<file path="config.mk">
export PLATFORM = sky130hd
export DESIGN_NAME = clock_phase_gen
export DESIGN_NICKNAME = d
export VERILOG_FILES = /design/src/rtl/clock_phase_gen.sv
export SDC_FILE = /design/constraint.sdc
export NUM_CORES = 1
export LEC_CHECK = 0
export CAP_MARGIN = 20
export CORE_ASPECT_RATIO = 0.6
export CORE_MARGIN = 10
export CORE_UTILIZATION = 31
export CTS_CLUSTER_SIZE = 28
export DETAILED_ROUTE_END_ITERATION = 16
export GPL_TIMING_DRIVEN = 0
export SYNTH_ARGS = -nofsm -noshare
export SYNTH_HDL_FRONTEND = slang
export SYNTH_SLANG_ARGS = --single-unit
</file>
<file path="constraint.sdc">
create_clock -name clk_i -period 3.7 [get_ports clk_i]
set_clock_uncertainty 0.1 [all_clocks]
set_input_delay 0.555 -clock clk_i [delete_from_list [all_inputs] [get_ports clk_i]]
set_output_delay 0.555 -clock clk_i [all_outputs]
set_load 0.1 [all_outputs]
</file>
<file path="src/rtl/clock_phase_gen.sv">
// Quarter-phase clock divider: four phases of (clk_div+1) cycles each, clk_o high in phases 2/3.
// Supports high-phase stretching and glitch-free divisor updates deferred to the period boundary.
module clock_phase_gen #(
  parameter int DIV_WIDTH = 8,
  parameter int RESET_DIV = 0
) (
  input  logic                 clk_i,
  input  logic                 rst_n,
  input  logic                 clk_en,
  input  logic [DIV_WIDTH-1:0] set_clk_div,
  input  logic                 div_update,
  input  logic                 stretch_i,
  output logic [DIV_WIDTH-1:0] clk_div,
  output logic                 div_pending,
  output logic                 clk_o,
  output logic [1:0]           phase_o,
  output logic                 tick_o,
  output logic                 rise_o,
  output logic                 fall_o
);

  localparam logic [DIV_WIDTH-1:0] RST_DIV = DIV_WIDTH'(RESET_DIV);

  logic [DIV_WIDTH-1:0] cnt_q, cnt_d;
  logic [DIV_WIDTH-1:0] div_q, div_d;
  logic [DIV_WIDTH-1:0] pend_val_q, pend_val_d;
  logic                 pend_q, pend_d;
  logic [1:0]           phase_q, phase_d;
  logic                 clk_q, clk_d;
  logic                 tick_q, tick_d;
  logic                 rise_q, rise_d;
  logic                 fall_q, fall_d;
  logic                 hold, adv;

  assign hold = stretch_i && (phase_q == 2'd2);
  assign adv  = !hold && (cnt_q == div_q);

  always_comb begin
    cnt_d      = cnt_q;
    div_d      = div_q;
    pend_val_d = pend_val_q;
    pend_d     = pend_q;
    phase_d    = phase_q;
    clk_d      = clk_q;
    tick_d     = 1'b0;
    rise_d     = 1'b0;
    fall_d     = 1'b0;
    if (!clk_en) begin
      div_d   = set_clk_div;
      cnt_d   = '0;
      phase_d = 2'd0;
      clk_d   = 1'b0;
      pend_d  = 1'b0;
    end else begin
      if (div_update) begin
        pend_val_d = set_clk_div;
        pend_d     = 1'b1;
      end
      if (adv) begin
        cnt_d   = '0;
        phase_d = phase_q + 2'd1;
        tick_d  = 1'b1;
        if (phase_q == 2'd1) begin
          clk_d  = 1'b1;
          rise_d = 1'b1;
        end
        // Divisor only changes here, where cnt restarts at 0, so no phase is ever cut short.
        if (phase_q == 2'd3) begin
          clk_d  = 1'b0;
          fall_d = 1'b1;
          pend_d = 1'b0;
          if (div_update)  div_d = set_clk_div;
          else if (pend_q) div_d = pend_val_q;
        end
      end else if (!hold) begin
        cnt_d = cnt_q + DIV_WIDTH'(1);
      end
    end
  end

  always_ff @(posedge clk_i or negedge rst_n) begin
    if (!rst_n) begin
      cnt_q      <= '0;
      div_q      <= RST_DIV;
      pend_val_q <= '0;
      pend_q     <= 1'b0;
      phase_q    <= 2'd0;
      clk_q      <= 1'b0;
      tick_q     <= 1'b0;
      rise_q     <= 1'b0;
      fall_q     <= 1'b0;
    end else begin
      cnt_q      <= cnt_d;
      div_q      <= div_d;
      pend_val_q <= pend_val_d;
      pend_q     <= pend_d;
      phase_q    <= phase_d;
      clk_q      <= clk_d;
      tick_q     <= tick_d;
      rise_q     <= rise_d;
      fall_q     <= fall_d;
    end
  end

  assign clk_div     = div_q;
  assign div_pending = pend_q;
  assign clk_o       = clk_q;
  assign phase_o     = phase_q;
  assign tick_o      = tick_q;
  assign rise_o      = rise_q;
  assign fall_o      = fall_q;

endmodule

</file>
==> flow_summary_export.csv <==
group,metric,value,unit
placed_design,hpwl,3450,µm
layout,layoutNonFillerInstCount,286,
cts,clk_pin_slew,70,ps
setup_path,crit_end,"clk_div[0]",
setup_path,cp-startpoint,"clk_div[0]$_DFFE_PN0P_",
grt,grt_pass1_vias,1476,
pwr,powerDensity,413,mW/mm²
drt,vias,1465,
sta,finalHoldViolCount,0,
grt,antenna_found_initial,0,
setup_path,arrival,1900,ps
setup_path,reg2reg_to,"clk_div[4]$_DFFE_PN0P_",
grt,grt.total_usage,0.103,
cts,postCtsSetupRepairBufs,0,
setup_path,critical_path_buf_inv_count,1,
sta,finalSetupViolCount,0,
floorplan,fp.dieH,78.6,µm
grt,gr-total-overflow,0,
setup_path,cp_max_fo,3,
hold_path,hold_class,"in -> async",
drt,wire_per_inst,16.1,µm
cts,cts_buffers,5,
pwr,p_comb_frac,0.256,
placed_design,dp.cells,278,
setup_path,path_cells,"clkdlybuf4s50_1",
cts,postCtsResizedCells,0,
sta,rsz0062_at_grt,"false",
floorplan,start_util,0.319,
pwr,seq_power_share,0.421,
setup_path,critPathKind,"reg -> out",
pwr,clkPwrFrac,0.323,
sta,min_period_over_period,0.690,
placed_design,placed_cell_area,0.00214,mm²
setup_path,start_kind,"flip-flop",
cts,clock_latency,280,ps
synth,synthFlopType,"dfrtp_1",
flow_run,cap_viol_max_count,0,
setup_path,cpPeakStageDelay,1180,ps
layout,area_growth,26.2,%
floorplan,die-area,0.00925,mm²
drt,drc,0,
synth,synthArstFlopShare,1.00,
placed_design,routabilityCongestion,0.842,
pwr,power.total,926,µW
setup_path,cp-end-kind,"output port",
cts,cts_hold_buf,0,
floorplan,die_w,118,µm
cts,htreeDepth,2,
floorplan,rows,21,
setup_path,worstRegToRegCells,7,
synth,synthesis.area,0.00178,mm²
sta,slew_headroom,0.339,
layout,finalInstanceArea,0.00224,mm²
sta,fin_hold_ws,233,ps
setup_path,crit_required,3040,ps
setup_path,crit_cells,1,
outcome,status,"finished, final reports clean",
setup_path,r2r_start,"phase_o[0]$_DFFE_PN0P_",
synth,syn-num-nets,188,
grt,grt_pass1_wl,7850,µm
pwr,p_int,613,µW
synth,ys_ff_latch,31,
pwr,p_leak,0.000887,µW
drt,drtPass1Iterations,4,
grt,grt_max_degree,32,
setup_path,rrSetupSlack,1610,ps
drt,drtIter0Drc,73,
sta,fmax,392,MHz
sta,worst_pin_slew,989,ps
synth,seq_area_frac_synth,0.437,
setup_path,critPathSlowestCell,"clkdlybuf4s50_1",
cts,cts_tree,"yes",
synth,synth-edff-count,0,
floorplan,io_pins,28,
placed_design,portBuffers,27,
pwr,switching_share,0.338,
drt,ant_nets,0,
synth,netlist_instances,171,
cts,clk_path_buf_depth,2,
sta,slew_violations,0,
synth,syn_area_per_cell,10.4,µm²
synth,synth.distinct_cells,38,
pwr,switching_power,313,µW
drt,drt_wl_total,4610,µm
cts,clock-sinks,31,
layout,drive_gt1_frac,0.165,
drt,viasPerCell,5.12,
sta,tns,0,ps
layout,num_antenna_cells,0,
cts,cts_root_buf,"clkbuf_8",
pwr,ir_drop,0.190,mV
floorplan,core_area,0.00557,mm²
layout,nets,222,
synth,yosys_warnings,0,
sta,post-route-min-period,2550,ps
setup_path,cp_top_family,"buffers and inverters",
stage by stage:
stage | util | setup WS (ps)
final | 0.402 | 1150
after global routing | 0.402 | 1080
after CTS | 0.402 | 1130
after detailed placement | 0.384 | 1220
after global placement | 0.385 | 1210
after floorplan | - | 1160
Yosys cell counts (2+ instances only):
master / instances / area [µm²]
dfrtp_1: 31 / 776
xor2_1: 2 / 17.5
nor2_1: 9 / 33.8
and2_1: 3 / 18.8
ha_1: 4 / 50.1
o41ai_1: 3 / 26.3
nor4_1: 5 / 31.3
o41ai_2: 3 / 48.8
a21oi_1: 2 / 10.0
a211oi_1: 3 / 22.5
and4_1: 2 / 17.5
nor3_2: 2 / 20.0
nor3_1: 2 / 10.0
a311o_1: 6 / 60.1
nand3_1: 3 / 15.0
inv_1: 3 / 11.3
a2111o_1: 2 / 22.5
nand2_1: 32 / 120
buf_1: 2 / 7.51
xnor2_1: 10 / 87.6
a31oi_1: 9 / 56.3
and3_1: 2 / 12.5
buf_2: 4 / 20.0
xnor2_2: 3 / 48.8
mux2_2: 8 / 90.1
nand4_1: 3 / 18.8
clkbuf_1: 2 / 7.51
cell type report:
| class | count | area, µm² |
|---|---|---|
| tap | 80 | 100 |
| buffer | 10 | 53.8 |
| multi-input combinational | 127 | 935 |
| inverter | 3 | 11.3 |
| fill | 569 | 3330 |
| timing repair buffer | 27 | 265 |
| sequential | 31 | 776 |
| clock buffer | 8 | 100 |
worst min path at each step:
stage	from	to	slack, ps	cells after the start
detailed placement	pend_val_q[1]$_DFFE_PN0P_	pend_val_q[1]$_DFFE_PN0P_	390	1
finish	rst_n	clk_div[4]$_DFFE_PN0P_	230	1
global route	rst_n	pend_val_q[4]$_DFFE_PN0P_	290	1
CTS	rst_n	pend_val_q[4]$_DFFE_PN0P_	260	1
floorplan	rst_n	clk_div[0]$_DFFE_PN0P_	160	0
global placement	pend_val_q[1]$_DFFE_PN0P_	pend_val_q[1]$_DFFE_PN0P_	390	1
kinds of logic (layout without fill, tap and decap cells):
family	count (synthesis)	in the layout	synth area share
buffers and inverters	13	48	0.0366
adders and majority gates	4	4	0.0282
and+or+nand+nor	68	68	0.201
AOI/OAI and AO/OA	32	32	0.160
xor gates and xnor gates	15	15	0.0867
DFF	31	31	0.437
muxes	8	8	0.0507
worst reg2reg max path, stage by stage (launching register included):
cell	delay [ps]
dfrtp_1	430
inv_1	90
ha_1	230
nand2_1	230
and4_1	220
buf_2	190
a31oi_1	110
a2111o_1	390
metal layers:
metal	global-route usage	up-vias	routed length, µm
met3	0.0364	2	336
met1	0.157	717	2550
met2	0.134	47	1710
met4	0.0184	0	8
met5	0	-	0
li1	-	699	-
power groups by stage:
stage | Clock, µW | Combinational [µW] | Sequential (µW)
global route | 324 | 256 | 394
CTS | 307 | 238 | 390
global placement | 0 | 236 | 396
floorplan | 0 | 103 | 457
detailed placement | 0 | 237 | 397
finish | 299 | 237 | 390
placed cells by master, fill, tap and decap left out, types with 4 or more instances in the layout:
cell | synthesis | layout
a311o_1 | 6 | 6
nor2_1 | 9 | 9
ha_1 | 4 | 4
dfrtp_1 | 31 | 31
clkdlybuf4s50_1 | 0 | 26
nor4_1 | 5 | 5
buf_2 | 4 | 5
a31oi_1 | 9 | 9
clkbuf_8 | 0 | 7
xnor2_1 | 10 | 10
nand2_1 | 32 | 32
mux2_2 | 8 | 8
flip-flops by register name, summed over array words and instances (netlist names):
register     flops
pend_val_q       8
cnt_q            8
phase_o          2
fall_o           1
clk_o            1
tick_o           1
div_pending      1
rise_o           1
clk_div          8
No activity file was read; power rests on OpenSTA's default activity.
